===== config.mk =====
export PLATFORM = sky130hd
export DESIGN_NAME = rv32i_button_conditioner
export DESIGN_NICKNAME = d
export VERILOG_FILES = /design/src/rtl/rv32i_button_conditioner.sv
export SDC_FILE = /design/constraint.sdc
export NUM_CORES = 1
export LEC_CHECK = 0
export CORE_UTILIZATION = 56
export DETAILED_ROUTE_END_ITERATION = 12
export PLACE_DENSITY_LB_ADDON = 0.12
export SLEW_MARGIN = 5
export SYNTH_ARGS = -nofsm -noshare
export SYNTH_HDL_FRONTEND = slang
export SYNTH_SLANG_ARGS = --single-unit

===== constraint.sdc =====
create_clock -name clk -period 4.5 [get_ports clk]
set_input_delay 1.125 -clock clk [delete_from_list [all_inputs] [get_ports clk]]
set_output_delay 1.125 -clock clk [all_outputs]
set_load 0.02 [all_outputs]

===== src/rtl/rv32i_button_conditioner.sv =====
// Push-button conditioner: per-bit 2-FF synchroniser, polarity fix, counter debouncer,
// press/release pulses and sticky press flags for software polling.
module rv32i_button_conditioner #(
  parameter int unsigned N_BTN      = 4,
  parameter int unsigned DEBOUNCE   = 50000,
  parameter int unsigned ACTIVE_LOW = 1
) (
  input  logic              clk,
  input  logic              rst,
  input  logic [N_BTN-1:0]  btn_raw,
  input  logic [N_BTN-1:0]  evt_clr,
  output logic [31:0]       btn_stable,
  output logic [N_BTN-1:0]  btn_press,
  output logic [N_BTN-1:0]  btn_release,
  output logic [31:0]       btn_event
);

  localparam int unsigned CNT_W = $clog2(DEBOUNCE + 1);
  localparam logic [CNT_W-1:0] CntMax = CNT_W'(DEBOUNCE - 1);
  // Synchroniser resets to the released pin level so the post-polarity level is 0.
  localparam logic [N_BTN-1:0] SyncRst = (ACTIVE_LOW != 0) ? '1 : '0;

  logic [N_BTN-1:0] sync1_q, sync2_q;
  logic [N_BTN-1:0] lvl;
  logic [N_BTN-1:0] stable_q, stable_d;
  logic [N_BTN-1:0] press_q, press_d;
  logic [N_BTN-1:0] release_q, release_d;
  logic [N_BTN-1:0] event_q, event_d;
  logic [CNT_W-1:0] cnt_q [N_BTN];
  logic [CNT_W-1:0] cnt_d [N_BTN];

  always_comb begin
    lvl       = (ACTIVE_LOW != 0) ? ~sync2_q : sync2_q;
    stable_d  = stable_q;
    press_d   = '0;
    release_d = '0;
    for (int i = 0; i < N_BTN; i++) begin
      cnt_d[i] = '0;
      if (lvl[i] != stable_q[i]) begin
        if (cnt_q[i] == CntMax) begin
          stable_d[i]  = lvl[i];
          press_d[i]   = lvl[i];
          release_d[i] = ~lvl[i];
        end else begin
          cnt_d[i] = cnt_q[i] + CNT_W'(1);
        end
      end
    end
    // A press pulse in the same cycle as a clear wins, so no press is lost.
    event_d = (event_q & ~evt_clr) | press_q;
  end

  always_ff @(posedge clk or posedge rst) begin
    if (rst) begin
      sync1_q   <= SyncRst;
      sync2_q   <= SyncRst;
      stable_q  <= '0;
      press_q   <= '0;
      release_q <= '0;
      event_q   <= '0;
      for (int i = 0; i < N_BTN; i++) begin
        cnt_q[i] <= '0;
      end
    end else begin
      sync1_q   <= btn_raw;
      sync2_q   <= sync1_q;
      stable_q  <= stable_d;
      press_q   <= press_d;
      release_q <= release_d;
      event_q   <= event_d;
      for (int i = 0; i < N_BTN; i++) begin
        cnt_q[i] <= cnt_d[i];
      end
    end
  end

  always_comb begin
    btn_stable             = '0;
    btn_stable[N_BTN-1:0]  = stable_q;
    btn_event              = '0;
    btn_event[N_BTN-1:0]   = event_q;
  end

  assign btn_press   = press_q;
  assign btn_release = release_q;

endmodule


==> metrics.txt, run 1 <==
outcome=finished, final reports clean; worst-case headroom to the max-slew limit=46.48%; routed len/inst=12.18 um; met3 wirelength from detailed routing=398 um; Iter 0 DRT Violations=approximately 150; number of ports placed on the die boundary=82; wire length the detailed router placed on met1=between 3000 and 4000 um; Placeable Area=7370 sq um; reported leakage power=between 1.5 and 2 nW; worst-path cell chain=clkdlybuf4s50_1; final slew viol count=0; total of hold buffers inserted after clock tree synthesis=0; final critical delay including setup and external delays=2.549 ns; path type of the worst setup path=flip-flop to output pin; min-delay worst type=flip-flop to flip-flop; post-place instance area=4476 sq um; maximum level of the CTS H-tree=3; list of most frequent post-synthesis cells=80 x sky130_fd_sc_hd__dfrtp_1, 74 x sky130_fd_sc_hd__nor2_1, 56 x sky130_fd_sc_hd__buf_4; worst r2r path cells=5; switching share of total power=26.13%; clock sink count=88; sequential fraction of design power=57.8%; Least-Margin Pin Slew=0.8018 ns; routed wl met2=3208 um; Setup TNS Final=0 ns; PwrDens=303.4 nW/um^2; Comb pwr share=6.5%; die span in y=90.21 um; f_max=roughly 400 MHz; worst-path fanout max=5; ant diodes=0; post-route cell area=4658 sq um; crit path buf inv count=1; total congestion overflow after global routing=0; post-synthesis instance area=4357 sq um; # DRC=0; vias in the first global route=2660; number of placement rows=31; cell with the largest stage delay on the worst path=sky130_fd_sc_hd__clkdlybuf4s50_1; library cell occupying the most area in the post-synthesis netlist=sky130_fd_sc_hd__dfrtp_1; net switching component of the power=0.3693 mW; number of nets in the layout=477; buffer type at the clock tree root=sky130_fd_sc_hd__clkbuf_8; endpoints failing setup=0; proportion of synthesized chip area in sequential cells=50.78%; Layout area overhead=6.921%; setup slack of the worst register-to-register path=2.56 ns; Int Pwr=1.044 mW; number of iterations in the first detailed-routing pass=6; required time at the endpoint of the critical path=roughly 3.4 ns; total of buffers placed on input and output ports=25; Unique masters post-synth=33; largest net degree at the start of global routing=51; VDD IR max=0.2378 mV; Critical Path Start Type=flip-flop; Synth area leaders=sky130_fd_sc_hd__dfrtp_1 46%, sky130_fd_sc_hd__xnor2_1 11%, sky130_fd_sc_hd__buf_4 9.6%; setup slack after placement=2.006 ns; count of vias placed by the detailed router=2826; area of the multi-input gates=between 1500 and 2000 sq um; total clock buffers created by CTS=9; Post-CTS Setup Repair Bufs=0; beginning of the worst hold path=sync1_q[0]; CTS max path bufs=2; Period Utilization, post-route=56.64%; longest individual stage delay on the worst path=0.64 ns; WHS Endpoint=sync2_q[0]; vias per cell=about 5.0; worst flop-to-flop path endpoint=cnt_q[41]; PostCTS Resize Cnt=0; uppermost layer routed=met4; hold path cells=0; Storage cell area=2212 sq um; count of yosys warnings during synthesis=0; starting density of the core=59.12%; commonest register cell after synthesis=sky130_fd_sc_hd__dfrtp_1; clock latency on the worst-skew pair=0.36 ns; initial antenna violation count=0; die area=8137 sq um; reported max-cap violation count=0; number of failing hold endpoints at the final stage=0; most numerous cell in the Yosys netlist=sky130_fd_sc_hd__dfrtp_1; area share of the largest cell type after synthesis=45.95%; category of cells accounting for the largest share of critical-path delay=buffers and inverters; post-detailed-placement half-perimeter wirelength=4630 um; remaining antenna violation count=0; wire length of the first global-routing pass=12230 um; setup repair after global routing missed its margin=false; number of flops mapped to enable cells by yosys=0; Avg Inst Size Synth=10.08 sq um; RR Startpoint=cnt_q[32]; fraction of registers with async set or reset after synthesis=100.0%; Final WS setup=~2 ns; TritonCTS clock tree=yes; horizontal extent of the die=90.21 um; clock network power share=~36%; clock-pin slew of the registers on the worst-case setup and hold paths=0.09 ns; flops & latches, synth=slightly below 90; RD Place Congestion=0.7950; synthesized netlist cell count=432; clock skew=roughly 0.011 ns; endpoint arrival time on the critical path=1.42 ns; Routed Wire Length=6905 um; fraction of layout instances using a drive strength above 1=7.265%; number of fill cells in the layout=621; All-Layer GR Usage=approximately a fifth; type of destination of the critical path=output pin
sequential cells by signal, summed over array words and instances (netlist names):
signal,flops
event_q,4
btn_release,4
sync2_q,4
stable_q,4
cnt_q,64
btn_press,4
sync1_q,4
final cells by class:
class                           count  share of cell area [%]
Clock inverter                      5                  0.8864
Sequential cell                    88                   47.49
Multi-Input combinational cell    321                   38.92
Timing Repair Buffer               27                   5.694
Clock buffer                       11                   3.035
Tap cell                           99                   2.659
Inverter                           16                   1.316
power groups by stage:
stage | Clock (mW) | Sequential [mW] | Combinational, mW
3_3_place_gp | 0 | 0.832 | 0.0926
3_5_place_dp | 0 | 0.833 | 0.0929
2_1_floorplan | 0 | 0.830 | 0.115
6_report | 0.503 | 0.818 | 0.0925
4_1_cts | 0.520 | 0.818 | 0.0934
5_1_grt | 0.556 | 0.820 | 0.103
through the flow:
step | utilization [%] | cells | power (mW) | hold WS, ns
floorplan | - | 487 | 0.9451 | 0.3452
global placement | 60.73 | 551 | 0.9249 | 0.3462
detailed placement | 60.73 | 551 | 0.9257 | 0.3468
CTS | 63.21 | 567 | 1.431 | 0.3582
global route | 63.21 | 567 | 1.480 | 0.3572
finish | 63.21 | 567 | 1.413 | 0.3527
routing by layer:
layer | vias up | global-route usage, %
met5 | - | 0
met4 | 0 | 7.258
met3 | 10 | 5.668
met2 | 92 | 28.56
met1 | 1346 | 25.01
li1 | 1378 | -
worst max path at each step:
stage                start  depth (start not counted)            end  slack [ns]
2_1_floorplan          rst                          1   btn_press[0]        1.11
3_3_place_gp           rst                          3     sync2_q[3]        2.00
3_5_place_dp           rst                          3     sync1_q[3]        2.01
4_1_cts        stable_q[2]                          1  btn_stable[2]        1.93
5_1_grt        stable_q[0]                          1  btn_stable[0]        1.90
6_report       stable_q[2]                          1  btn_stable[2]        1.95
worst register-to-register path: stages (launching register included):
cell and delay [ns]:
sky130_fd_sc_hd__dfrtp_1 0.41, sky130_fd_sc_hd__ha_1 0.22, sky130_fd_sc_hd__nand4_1 0.22, sky130_fd_sc_hd__or4_1 0.70, sky130_fd_sc_hd__nand2_8 0.21, sky130_fd_sc_hd__nor2_1 0.07
layout by cell type (no fill, tap or decap), types with 5 or more instances in the layout:
cell                               n
sky130_fd_sc_hd__clkbuf_8         10
sky130_fd_sc_hd__nand2_1          24
sky130_fd_sc_hd__xnor2_1          54
sky130_fd_sc_hd__clkdlybuf4s50_1  25
sky130_fd_sc_hd__dfrtp_1          80
sky130_fd_sc_hd__inv_1            15
sky130_fd_sc_hd__nand3_1          20
sky130_fd_sc_hd__dfstp_2           8
sky130_fd_sc_hd__nand4_1          15
sky130_fd_sc_hd__nor2_1           74
sky130_fd_sc_hd__nor3_1           19
sky130_fd_sc_hd__conb_1           56
sky130_fd_sc_hd__nor4_1           14
sky130_fd_sc_hd__xor2_1            5
cell families (layout without fill, tap and decap cells):
logic type | after synthesis | after routing | share of synthesized area (%)
other | 1 | 56 | 0.08607
DFF | 88 | 88 | 50.78
xor gates and xnor gates | 59 | 59 | 11.86
and+or+nand+nor | 192 | 192 | 22.31
buffers and inverters | 78 | 59 | 12.35
AOI/OAI and AO/OA | 10 | 10 | 1.465
adders and majority gates | 4 | 4 | 1.149
Power figures use the tool's default switching activity.
==> run 2: changes to the inputs <==
--- a/config.mk
+++ b/config.mk
@@ -5,7 +5,7 @@
 export SDC_FILE = /design/constraint.sdc
 export NUM_CORES = 1
 export LEC_CHECK = 0
-export CORE_UTILIZATION = 56
+export CORE_UTILIZATION = 47
 export DETAILED_ROUTE_END_ITERATION = 12
 export PLACE_DENSITY_LB_ADDON = 0.12
 export SLEW_MARGIN = 5
==> constraint.sdc (replaced) <==
create_clock -name clk -period 2.25 [get_ports clk]
set_input_delay 0.5625 -clock clk [delete_from_list [all_inputs] [get_ports clk]]
set_output_delay 0.5625 -clock clk [all_outputs]
set_load 0.02 [all_outputs]
==> metrics.txt, run 2 (synthesized netlist as in run 1, its figures left out) <==
post-detailed-placement half-perimeter wirelength=4659 um (+0.64%); number of placement rows=34 (+9.7%); outcome=finished, violations left; buffer type at the clock tree root=sky130_fd_sc_hd__clkbuf_8; worst-case headroom to the max-slew limit=66.57% (+20 points); Critical path origin=stable_q[1]; worst-path cell chain=clkdlybuf4s50_1; Layout area overhead=8.673%; RD Place Congestion=0.8260 (+3.9%); fraction of layout instances using a drive strength above 1=7.856% (+0.59 points); wire length of the first global-routing pass=12360 um (+1.1%); Setup TNS Final=0 ns (unchanged); beginning of the worst hold path=sync1_q[2]; Comb pwr share=6.6% (about the same); Period Utilization, post-route=88.86%; PwrDens=617.9 nW/um^2 (+100%); All-Layer GR Usage=15.97% (-2.7 points); longest individual stage delay on the worst path=0.64 ns (about the same); routed len/inst=11.80 um (-3.1%); category of cells accounting for the largest share of critical-path delay=buffers and inverters; type of destination of the critical path=output pin; clock network power share=37.5% (+1.9 points); end point of the critical path=btn_stable[1]; crit path buf inv count=1 (unchanged); required time at the endpoint of the critical path=1.69 ns (-1.69 ns); remaining antenna violation count=0 (unchanged); Least-Margin Pin Slew=0.5003 ns (-0.3015 ns); TritonCTS clock tree=yes; Placeable Area=8848 sq um (+20%); setup slack of the worst register-to-register path=0.33 ns (-2.23 ns); endpoint arrival time on the critical path=1.44 ns (+0.02 ns); die span in y=98.28 um (+9.0%); violated checks=DRC; PostCTS Resize Cnt=0 (unchanged); Iter 0 DRT Violations=82 (-45%); Post-CTS Setup Repair Bufs=0 (unchanged); Routed Wire Length=6832 um (-1.1%); min-delay worst type=flip-flop to flip-flop; starting density of the core=49.24% (-9.9 points); net switching component of the power=0.7508 mW (+100%); setup repair after global routing missed its margin=false; initial antenna violation count=0 (unchanged); switching share of total power=25.67% (-0.47 points); Crit. path cell count=1 (unchanged); Int Pwr=2.175 mW (+110%); reported max-cap violation count=0 (unchanged); cell with the largest stage delay on the worst path=sky130_fd_sc_hd__clkdlybuf4s50_1; most common library cell in the layout ignoring fill and taps=sky130_fd_sc_hd__dfrtp_1; number of ports placed on the die boundary=82 (unchanged); clock skew=0.01166 ns (+0.0005554 ns); Post-Layout Cell Count=579 (+2.1%); final critical delay including setup and external delays=about 2.0 ns; worst r2r path cells=4 (-1); sequential fraction of design power=55.9% (-1.9 points); number of nets in the layout=480 (+0.63%); maximum level of the CTS H-tree=3 (unchanged); clock sink count=88 (unchanged); path type of the worst setup path=flip-flop to output pin; RR Startpoint=cnt_q[32]; total congestion overflow after global routing=0 (unchanged); Largest register FFs=64 (unchanged); vias per cell=4.872 (-2.2%); VDD IR max=0.2953 mV (+24%); total clock buffers created by CTS=9 (unchanged); clock latency on the worst-skew pair=0.36 ns (about the same); number of failing hold endpoints at the final stage=0 (unchanged); ant diodes=0 (unchanged); total of hold buffers inserted after clock tree synthesis=0 (unchanged); number of iterations in the first detailed-routing pass=10 (+4); endpoints failing setup=0 (unchanged); count of vias placed by the detailed router=2821 (-0.18%); total of buffers placed on input and output ports=25 (unchanged); number of fill cells in the layout=832 (+34%); Critical Path Start Type=flip-flop; worst flop-to-flop path endpoint=cnt_q[33]; register with the most flip-flops=cnt_q; horizontal extent of the die=98.28 um (+9.0%); worst-path fanout max=5 (unchanged); final slew viol count=0 (unchanged); largest net degree at the start of global routing=51 (unchanged); CTS max path bufs=2 (unchanged); dpl cells=563 (+2.2%); # DRC=6 (+6); f_max=500.2 MHz; die area=9659 sq um (+19%); most used cells in the layout excluding fill and tap cells=80 x sky130_fd_sc_hd__dfrtp_1, 74 x sky130_fd_sc_hd__nor2_1, 56 x sky130_fd_sc_hd__conb_1, 54 x sky130_fd_sc_hd__xnor2_1, 25 x sky130_fd_sc_hd__clkdlybuf4s50_1; clock-pin slew of the registers on the worst-case setup and hold paths=0.08 ns (about the same); vias in the first global route=2695 (+1.3%); reported leakage power=1.981 nW (+1.1%)
[run 2: cell count changes in the layout (fill, tap and decap cells not counted)]
cell                         change
sky130_fd_sc_hd__bufinv_16       +1
sky130_fd_sc_hd__clkinv_2        -1
sky130_fd_sc_hd__clkinvlp_4      +2
sky130_fd_sc_hd__clkinv_4        -1
sky130_fd_sc_hd__clkbuf_8        -1
sky130_fd_sc_hd__buf_12          +2
sky130_fd_sc_hd__buf_4           +1
[run 2: worst register-to-register path: stages, from the launching register on]
cell and delay (ns):
sky130_fd_sc_hd__dfrtp_1 0.41, sky130_fd_sc_hd__ha_1 0.23, sky130_fd_sc_hd__nand4_1 0.20, sky130_fd_sc_hd__or4_1 0.69, sky130_fd_sc_hd__and3_2 0.28
[run 2: routing by layer]
metal  track usage, %  part of all wire [%]
met5                0                     0
met4            7.807                   1.9
met3            2.863                   4.2
met2            24.81                    45
met1            21.69                    49
[run 2: worst min-delay path by stage]
stage / end / slack, ns / depth (start not counted)
3_3_place_gp: sync2_q[2] / 0.35 / 0
5_1_grt: sync2_q[3] / 0.36 / 0
3_5_place_dp: sync2_q[1] / 0.35 / 0
2_1_floorplan: sync2_q[0] / 0.35 / 0
6_report: sync2_q[2] / 0.36 / 0
4_1_cts: sync2_q[2] / 0.36 / 0
[run 2: cell type report]
type                       instances  area (sq um)  share of cell area [%]
sequential                        88          2212                   46.72
multi-input combinational        321          1813                   38.29
timing repair buffer              30         312.8                   6.607
tap                              108         135.1                   2.854
clock buffer                      10         127.6                   2.696
clock inverter                     6         70.07                   1.480
inverter                          16         63.81                   1.348
[run 2: power by group through the flow]
stage | Sequential, mW | Clock (mW) | Combinational, mW
finish | 1.63 | 1.10 | 0.193
global route | 1.64 | 1.20 | 0.217
CTS | 1.63 | 1.15 | 0.196
detailed placement | 1.67 | 0 | 0.196
global placement | 1.66 | 0 | 0.196
floorplan | 1.66 | 0 | 0.231
[run 2: per-stage QoR]
step / setup slack, ns / power (mW) / area (sq um) / util (%) / hold slack (ns)
after floorplan: 0.4949 / 1.891 / 4567 / - / 0.3452
after global placement: 0.3780 / 1.860 / 4537 / 51.27 / 0.3455
after detailed placement: 0.3277 / 1.861 / 4537 / 51.27 / 0.3468
after CTS: 0.2276 / 2.976 / 4735 / 53.51 / 0.3593
after global routing: 0.1825 / 3.061 / 4735 / 53.51 / 0.3649
final: 0.2506 / 2.926 / 4735 / 53.51 / 0.3583
==> run 3: changes to the inputs <==
--- a/config.mk
+++ b/config.mk
@@ -5,9 +5,12 @@
 export SDC_FILE = /design/constraint.sdc
 export NUM_CORES = 1
 export LEC_CHECK = 0
-export CORE_UTILIZATION = 47
+export CELL_PAD_IN_SITES_DETAIL_PLACEMENT = 0
+export CELL_PAD_IN_SITES_GLOBAL_PLACEMENT = 2
+export CORE_UTILIZATION = 30
 export DETAILED_ROUTE_END_ITERATION = 12
 export PLACE_DENSITY_LB_ADDON = 0.12
+export RECOVER_POWER = 25
 export SLEW_MARGIN = 5
 export SYNTH_ARGS = -nofsm -noshare
 export SYNTH_HDL_FRONTEND = slang
==> metrics.txt, run 3 (synthesized netlist as in run 1, its figures left out) <==
required time at the endpoint of the critical path=1.69 ns (about the same); vias per cell=4.311 (-12%); wire length of the first global-routing pass=13410 um (+8.5%); Least-Margin Pin Slew=0.8638 ns (+0.3635 ns); count of vias placed by the detailed router=2828 (+0.25%); Setup TNS Final=0 ns (unchanged); VDD IR max=0.4002 mV (+36%); type of destination of the critical path=output pin; remaining antenna violation count=0 (unchanged); clock latency on the worst-skew pair=0.33 ns (-0.03 ns); vias in the first global route=2797 (+3.8%); category of cells accounting for the largest share of critical-path delay=buffers and inverters; reported max-cap violation count=0 (unchanged); worst-case hold slack=0.3531 ns (-0.005138 ns); Largest register FFs=64 (unchanged); clock sink count=88 (unchanged); number of iterations in the first detailed-routing pass=4 (-6); RD Place Congestion=0.7447 (-9.8%); worst-path fanout max=5 (unchanged); endpoints failing setup=0 (unchanged); die area=15010 sq um (+55%); Layout area overhead=13.58%; total congestion overflow after global routing=0 (unchanged); total clock buffers created by CTS=9 (unchanged); dpl cells=639 (+13%); final critical delay including setup and external delays=1.969 ns (-0.03023 ns); setup repair after global routing missed its margin=false; RR Startpoint=cnt_q[32]; total power draw=3.317 mW (+13%); clock-pin slew of the registers on the worst-case setup and hold paths=0.06 ns (-0.02 ns); min-delay worst type=flip-flop to flip-flop; buffer type at the clock tree root=sky130_fd_sc_hd__clkbuf_16; Int Pwr=2.544 mW (+17%); hold path cells=0 (unchanged); Post-CTS Setup Repair Bufs=0 (unchanged); largest net degree at the start of global routing=31 (-39%); cell with the largest stage delay on the worst path=sky130_fd_sc_hd__clkdlybuf4s50_1; worst flop-to-flop path endpoint=cnt_q[46]; die span in y=122.5 um (+25%); # DRC=0 (-6); share of the core filled with cells in the final layout=35.24% (-18 points); Period Utilization, post-route=87.52% (-1.3 points); reported leakage power=2.060 nW (+3.9%); f_max=507.8 MHz (+1.5%); routed len/inst=11.83 um (+0.26%); initial antenna violation count=1 (+1); worst-case headroom to the max-slew limit=42.09% (-24 points); WHS Endpoint=sync2_q[2]; total of buffers placed on input and output ports=25 (unchanged); path type of the worst setup path=flip-flop to output pin; switching share of total power=23.30% (-2.4 points); endpoint arrival time on the critical path=1.41 ns (-0.03 ns); clock skew=0.004777 ns (-0.006886 ns); number of placement rows=43 (+26%); Critical Path Start Type=flip-flop; Placeable Area=14040 sq um (+59%); net switching component of the power=0.7730 mW (+3.0%); fraction of layout instances using a drive strength above 1=8.421% (+0.57 points); longest individual stage delay on the worst path=0.64 ns (about the same); maximum level of the CTS H-tree=3 (unchanged); horizontal extent of the die=122.5 um (+25%); worst r2r path cells=5 (+1); All-Layer GR Usage=11.56% (-4.4 points); global-route met3 utilization=2.742% (-0.12 points); met1 Use GR=15.17% (-6.5 points); total of hold buffers inserted after clock tree synthesis=0 (unchanged); number of nets in the layout=484 (+0.83%); Routed Wire Length=7761 um (+14%); post-detailed-placement half-perimeter wirelength=5417 um (+16%); Crit. path cell count=1 (unchanged); beginning of the worst hold path=sync1_q[2]; setup slack of the worst register-to-register path=0.32 ns (about the same); Global Route met2 Usage=17.56% (-7.3 points); PostCTS Resize Cnt=0 (unchanged); starting density of the core=31.03% (-18 points); CTS max path bufs=2 (unchanged); number of failing hold endpoints at the final stage=0 (unchanged); crit path buf inv count=1 (unchanged); register with the most flip-flops=cnt_q; Iter 0 DRT Violations=137 (+67%); most used cells in the layout excluding fill and tap cells=80 x sky130_fd_sc_hd__dfrtp_1, 74 x sky130_fd_sc_hd__nor2_1, 56 x sky130_fd_sc_hd__conb_1, 54 x sky130_fd_sc_hd__xnor2_1, 24 x sky130_fd_sc_hd__nand2_1; sequential fraction of design power=49.3% (-6.6 points); Comb pwr share=5.9% (-0.7 points); grt peak-use layer=met2; clock network power share=44.8% (+7.3 points); final slew viol count=0 (unchanged); Post-Layout Cell Count=656 (+13%); worst-path cell chain=clkdlybuf4s50_1; most common library cell in the layout ignoring fill and taps=sky130_fd_sc_hd__dfrtp_1; PwrDens=670.4 nW/um^2 (+8.5%); number of ports placed on the die boundary=82 (unchanged); outcome=finished, final reports clean; TritonCTS clock tree=yes
[run 3: power by group through the flow]
| stage | Sequential (mW) | Clock, mW | Combinational [mW] |
|---|---|---|---|
| 2_1_floorplan | 1.66 | 0 | 0.231 |
| 3_3_place_gp | 1.67 | 0 | 0.204 |
| 3_5_place_dp | 1.67 | 0 | 0.203 |
| 4_1_cts | 1.64 | 1.55 | 0.204 |
| 5_1_grt | 1.64 | 1.61 | 0.223 |
| 6_report | 1.64 | 1.48 | 0.195 |
[run 3: metal layers]
layer / routed length [um] / share of wire [%]
met1: 3827 / 49
met2: 3406 / 44
met3: 344 / 4.4
met4: 183 / 2.4
met5: 0 / 0
[run 3: cell type report]
type / count / area (sq um)
timing repair buffer: 34 / 342.8
antenna: 1 / 2.502
sequential: 88 / 2212
clock inverter: 4 / 45.04
multi-input combinational: 321 / 1813
clock buffer: 12 / 246.5
fill: 1427 / 9094
tap: 180 / 225.2
inverter: 16 / 61.31
[run 3: worst max-delay path by stage]
| stage | slack (ns) | startpoint | endpoint |
|---|---|---|---|
| after floorplan | 0.49 | cnt_q[32] | cnt_q[41] |
| after global placement | 0.37 | cnt_q[32] | cnt_q[33] |
| after detailed placement | 0.33 | cnt_q[32] | cnt_q[45] |
| after CTS | 0.25 | stable_q[1] | btn_stable[1] |
| after global routing | 0.18 | cnt_q[32] | cnt_q[47] |
| final | 0.28 | stable_q[1] | btn_stable[1] |
[run 3: worst reg2reg max path: stages (launching register included)]
cell	delay (ns)
sky130_fd_sc_hd__dfrtp_1	0.40
sky130_fd_sc_hd__ha_1	0.23
sky130_fd_sc_hd__nand4_1	0.22
sky130_fd_sc_hd__or4_1	0.69
sky130_fd_sc_hd__nand2_8	0.20
sky130_fd_sc_hd__nor2_1	0.07
[run 3: per-stage QoR]
stage | setup WS [ns] | cell area, sq um
finish | 0.2808 | 4949
global route | 0.1792 | 4949
CTS | 0.2515 | 4949
detailed placement | 0.3273 | 4657
global placement | 0.3714 | 4657
floorplan | 0.4949 | 4567
==> RTL edit 1, RTL diff (flow settings as in run 2) <==
`N_BTN`: 4 -> 8.
--- a/src/rtl/rv32i_button_conditioner.sv
+++ b/src/rtl/rv32i_button_conditioner.sv
@@ -1,7 +1,7 @@
 // Push-button conditioner: per-bit 2-FF synchroniser, polarity fix, counter debouncer,
 // press/release pulses and sticky press flags for software polling.
 module rv32i_button_conditioner #(
-  parameter int unsigned N_BTN      = 4,
+  parameter int unsigned N_BTN      = 8,
   parameter int unsigned DEBOUNCE   = 50000,
   parameter int unsigned ACTIVE_LOW = 1
 ) (
Ports: changed (resized btn_press, btn_raw, btn_release and evt_clr); port bits go from 82 to 98. The function was not compared with the original's and may differ.
==> RTL edit 1 against run 2 <==
Cell count up 90%. Clock power increased to 2.6 times the old value. Design area up 98%. Total power rose by 120%. Sequential cell count grew 88. Routed wire length is 100% higher. Setup slack lost 0.10 ns. Synthesized area rose by 87%. Largest cell class unchanged.
==> RTL edit 1: results (changes against run 2) <==
Status
  – Status: complete, no violations

Placed design
  – Port Buffers: 49 (+96%)
  – Placer Congestion: 0.853 (+3.2%)
  – Half-perimeter wire length after placement: 9420 µm (+100%)
  – Inst Count DP: 1067 (+90%)
  – DP Area: 0.00878 mm² (+94%)

Route
  – DR pass1 iterations: 4 (-6)
  – Via count: 5511 (+95%)
  – Wirelength, routed: 13900 µm (+100%)
  – Drt via density: 5.01 (+2.9%)
  – Initial DRC count: 177 (+120%)
  – DRC viols: 0 (-6)

Synthesis
  – Most frequent cells after synthesis: dfrtp_1 (160), nor2_1 (145), xnor2_1 (102)
  – Ys flop type: dfrtp_1
  – Synth cell types: 35 (+6.1%)
  – Seq/Total Area, Yosys: 54.2% (+3.4 points)
  – YS warnings: 0 (unchanged)
  – Synthesized netlist cell count: 803 (+86%)
  – Top post-synthesis cells by area: dfrtp_1 (49%), xnor2_1 (11%), nor2_1 (6.7%)
  – Async SR Flop Fraction: 100% (unchanged)

Worst setup path
  – FF-to-FF path depth: 4 (unchanged)
  – Reg2reg start: cnt_q[92]$_DFF_PP0_
  – Worst R2R End: cnt_q[87]$_DFF_PP0_
  – Reg-to-reg slack, setup: 0.15 ns (-0.18 ns)
  – CP Data Arrival Time: 2.40 ns (+0.96 ns)
  – Worst-path fanout max: 15 (+10)

Clock tree
  – Skew-Pair Late Insertion Delay: 0.43 ns (+0.07 ns)
  – Clk slew on worst S/H paths: approximately 0.070 ns
  – # resized after CTS: 0 (unchanged)
  – CTS buffer count: 17 (+8)
  – Maximum clock path buffer count: 2 (unchanged)
  – Setup bufs post-CTS: 0 (unchanged)
  – H-tree Lvls: 4 (+1)
  – Root Buffer: clkbuf_16

Cells and area
  – Fraction of layout cells with a size suffix above 1: 7.39% (-0.46 points)
  – Biggest register: cnt_q
  – Number of flip-flops in the largest register: 128 (+100%)
  – ANT cells: 0 (unchanged)
  – Layout net count: 892 (+86%)

GRT
  – Gr usage total: 17.0% (+1.1 points)
  – Largest net degree at the start of global routing: 86 (+69%)
  – Vias in the first global route: 5371 (+99%)
  – Initial antenna violation count: 0 (unchanged)
  – Global-route wire length before repair: 24500 µm (+98%)

Worst hold path
  – Worst Hold Class: flip-flop to flip-flop
  – Worst hold stages: 0 (unchanged)
  – Worst Min Path Start: sync1_q[5]$_DFF_PP1_
  – Hold EP: sync2_q[5]$_DFF_PP1_

Pwr
  – Peak VDD IR: 530 µV (+80%)
  – P_leak: 0.00384 µW (+94%)

STA
  – Post-route clock skew: 0.00994 ns (-0.00173 ns)
  – Worst slew pin tran: 0.507 ns (+0.00700 ns)
[RTL edit 1: metal layers]
layer  up-vias  share of wire, %  track usage [%]
met5         -                 0                0
met2       102                48             26.9
met1      2641                47             22.2
met4         0               1.8             8.27
li1       2752                 -                -
met3        16               3.5             3.85
[RTL edit 1: critical path, stage by stage, from the launching register on]
cell,delay [ns]
dfrtp_1,0.42
or4_1,0.53
or4_4,0.56
o21ai_4,0.37
nor2_1,0.11
[RTL edit 1: logic make-up (layout without fill, tap and decap cells)]
group / count (synthesis) / count (layout) / share of synthesized area [%]
and+or+nand+nor: 387 / 387 / 23.7
buffers and inverters: 87 / 116 / 6.30
xor gates and xnor gates: 116 / 116 / 12.4
other: 1 / 48 / 0.0459
DFF: 176 / 176 / 54.2
AOI/OAI and AO/OA: 28 / 28 / 2.16
adders and majority gates: 8 / 8 / 1.23
[RTL edit 1: final cells by class]
class,count,area [µm²]
Clock inverter,14,133
Clock buffer,18,439
Tap cell,220,275
Inverter,28,109
Multi-Input combinational cell,587,3400
Timing Repair Buffer,56,568
Sequential cell,176,4420
Fill cell,1482,7410
[RTL edit 1: stage by stage]
stage               util [%]  TNS [ns]  setup slack (ns)  hold slack, ns  total power, µW
floorplan                  -    -88.33            -0.552           0.345             3590
global placement        52.4         0             0.203           0.346             3600
detailed placement      52.4         0             0.140           0.347             3610
CTS                     55.8         0             0.136           0.357             6460
global route            55.8         0            0.0334           0.358             6630
finish                  55.8         0             0.149           0.356             6350
[RTL edit 1: power breakdown]
part	leakage (µW)	total (µW)	internal, µW	switching [µW]
clock	0.000273	2810	1570	1240
combinational	0.00119	270	74.8	196
sequential	0.00238	3270	3230	47.9
total	0.00384	6350	4870	1490
[RTL edit 1: worst max-delay path by stage]
stage	to	slack (ns)	from	cells past startpoint
2_1_floorplan	btn_press[0]$_DFF_PP0_	-0.55	rst	1
3_3_place_gp	cnt_q[91]$_DFF_PP0_	0.20	cnt_q[92]$_DFF_PP0_	4
3_5_place_dp	cnt_q[88]$_DFF_PP0_	0.14	cnt_q[92]$_DFF_PP0_	4
4_1_cts	cnt_q[82]$_DFF_PP0_	0.14	cnt_q[92]$_DFF_PP0_	4
5_1_grt	cnt_q[87]$_DFF_PP0_	0.03	cnt_q[92]$_DFF_PP0_	4
6_report	cnt_q[87]$_DFF_PP0_	0.15	cnt_q[92]$_DFF_PP0_	4
==> RTL edit 2, RTL diff (settings of run 2) <==
Made on the original files. Register the inputs `btn_raw` and `evt_clr` before use, without a reset. The logic sees them one clock later.
--- a/src/rtl/rv32i_button_conditioner.sv
+++ b/src/rtl/rv32i_button_conditioner.sv
@@ -19,6 +19,14 @@
   localparam logic [CNT_W-1:0] CntMax = CNT_W'(DEBOUNCE - 1);
   // Synchroniser resets to the released pin level so the post-polarity level is 0.
   localparam logic [N_BTN-1:0] SyncRst = (ACTIVE_LOW != 0) ? '1 : '0;
+
+  logic [N_BTN-1:0] btn_raw_q;
+  logic [N_BTN-1:0] evt_clr_q;
+
+  always_ff @(posedge clk) begin
+    btn_raw_q <= btn_raw;
+    evt_clr_q <= evt_clr;
+  end
 
   logic [N_BTN-1:0] sync1_q, sync2_q;
   logic [N_BTN-1:0] lvl;
@@ -47,7 +55,7 @@
       end
     end
     // A press pulse in the same cycle as a clear wins, so no press is lost.
-    event_d = (event_q & ~evt_clr) | press_q;
+    event_d = (event_q & ~evt_clr_q) | press_q;
   end
 
   always_ff @(posedge clk or posedge rst) begin
@@ -62,7 +70,7 @@
         cnt_q[i] <= '0;
       end
     end else begin
-      sync1_q   <= btn_raw;
+      sync1_q   <= btn_raw_q;
       sync2_q   <= sync1_q;
       stable_q  <= stable_d;
       press_q   <= press_d;
Formal check against the unedited RTL: same outputs for any inputs over 10 cycles, from zero or initial values and one cycle with rst high; that may be too few to reach the edited logic, so the function may still have changed.
==> RTL edit 2 against run 2 <==
Sequential power rose by 9.8%. Sequential share of layout area rose by 1.3 points. Sequential cell count rose by 8. Design area rose by 4.3%. Synthesized area rose by 3.7%. Routed wire length rose by 4.7%. Setup slack improved by 0.0016 ns. Total power rose by 11%. Critical path type unchanged. Largest power group unchanged. Highest routed layer unchanged.
==> RTL edit 2: results (changes against run 2) <==
Route
  – Drt via density: 4.77 (-2.0%)
  – Initial DRC count: 95 (+16%)
  – DR pass1 iterations: 4 (-6)
  – Wire length per cell: 11.8 µm (about the same)
  – Wirelength, routed: 7150 µm (+4.7%)

Worst setup path
  – Worst setup path end: btn_stable[2]
  – Worst R2R End: cnt_q[43]$_DFF_PP0_
  – FF-to-FF path depth: 5 (+1)
  – Reg2reg start: cnt_q[32]$_DFF_PP0_
  – CP Data Arrival Time: 1.44 ns (about the same)
  – Worst-path fanout max: 5 (unchanged)
  – Critical path origin: stable_q[2]$_DFFE_PP0P_
  – CP max-delay cell: clkdlybuf4s50_1
  – Crit-path leading delay family: buffers and inverters
  – Reg-to-reg slack, setup: 0.31 ns (-0.02 ns)

Synthesis
  – YS warnings: 0 (unchanged)
  – Most frequent cells after synthesis: dfrtp_1 (80), nor2_1 (74), buf_4 (56)
  – Complex-gate fraction of the synthesized area: 1.41% (-0.052 points)
  – Top post-synthesis cells by area: dfrtp_1 (44%), xnor2_1 (10%), buf_4 (9.3%)
  – Seq/Total Area, Yosys: 52.5% (+1.7 points)
  – Async SR Flop Fraction: 91.7% (-8.3 points)
  – Synth cell types: 34 (+3.0%)
  – Adder-Cell Fraction of Synth Area: 1.11% (-0.041 points)
  – XOR/XNOR share of the synthesized area: 11.4% (-0.42 points)
  – Synthesized netlist cell count: 440 (+1.9%)

Placed design
  – Inst Count DP: 590 (+4.8%)
  – Half-perimeter wire length after placement: 4910 µm (+5.4%)
  – Placer Congestion: 0.768 (-7.1%)
  – DP Area: 0.00471 mm² (+3.8%)

Cells and area
  – Layout buffer count excluding clock buffers: 28 (-6.7%)
  – Layout net count: 486 (+1.3%)
  – Number of flip-flops in the largest register: 64 (unchanged)
  – Layout clock area frac: 4.61% (+0.44 points)
  – Non-clk buf share: 6.03% (-0.57 points)
  – Layout area overhead: 9.28%
  – Layout fillers: 851 (+2.3%)
  – Register area: 0.00237 mm² (+7.2%)
  – Fraction of layout cells with a size suffix above 1: 7.55% (-0.31 points)
  – Multi-input combinational area share: 36.7% (-1.6 points)

Clock tree
  – Clk slew on worst S/H paths: 0.10 ns (+0.02 ns)
  – # resized after CTS: 0 (unchanged)
  – Setup bufs post-CTS: 0 (unchanged)
  – Root Buffer: clkbuf_8
  – CTS Sinks: 96 (+9.1%)

Status
  – Status: complete, no violations

Worst hold path
  – Worst Min Path Start: btn_raw_q[0]$_DFF_P_
  – Worst Hold Class: flip-flop to flip-flop
  – Hold EP: sync1_q[0]$_DFF_PP1_

STA
  – Tcrit/Tclk final: 88.8% (about the same)
  – Slew headroom: 65.9% (-0.71 points)
  – Post-route clock skew: 0.0119 ns (+0.000248 ns)
  – Final hold slack: 0.301 ns (-0.0572 ns)

GRT
  – Gr usage total: 15.9% (-0.032 points)
  – Largest net degree at the start of global routing: 46 (-9.8%)
  – Vias in the first global route: 2794 (+3.7%)
  – Global-route wire length before repair: 12600 µm (+1.6%)

Pwr
  – P_leak: 0.00206 µW (+4.1%)
  – Sw Share: 23.9% (-1.8 points)
  – Peak VDD IR: 375 µV (+27%)
==> RTL edit 2: changes by cell type after synthesis, sizes merged <==
cell   change
dfxtp      +8
==> RTL edit 2: logic make-up (layout without fill, tap and decap cells) <==
group / after synthesis / count (layout)
AND/OR/NAND/NOR: 192 / 192
buffers and inverters: 78 / 60
XOR/XNOR: 59 / 59
other: 1 / 56
adder cells (fa/ha/maj): 4 / 4
flip-flops: 96 / 96
AO/OA/AOI/OAI: 10 / 10
==> RTL edit 2: power groups by stage <==
stage / logic, µW / clock network [µW] / registers, µW
2_1_floorplan: 231 / 0 / 1810
5_1_grt: 217 / 1370 / 1790
3_5_place_dp: 195 / 0 / 1820
6_report: 191 / 1260 / 1790
4_1_cts: 195 / 1300 / 1790
3_3_place_gp: 192 / 0 / 1820
==> RTL edit 2: routing by layer <==
metal	part of all wire [%]	up-vias	track usage [%]
met1	48	1387	20.6
li1	-	1410	-
met4	1.9	0	7.02
met5	0	-	0
met2	46	85	26.2
met3	4.2	11	3.13
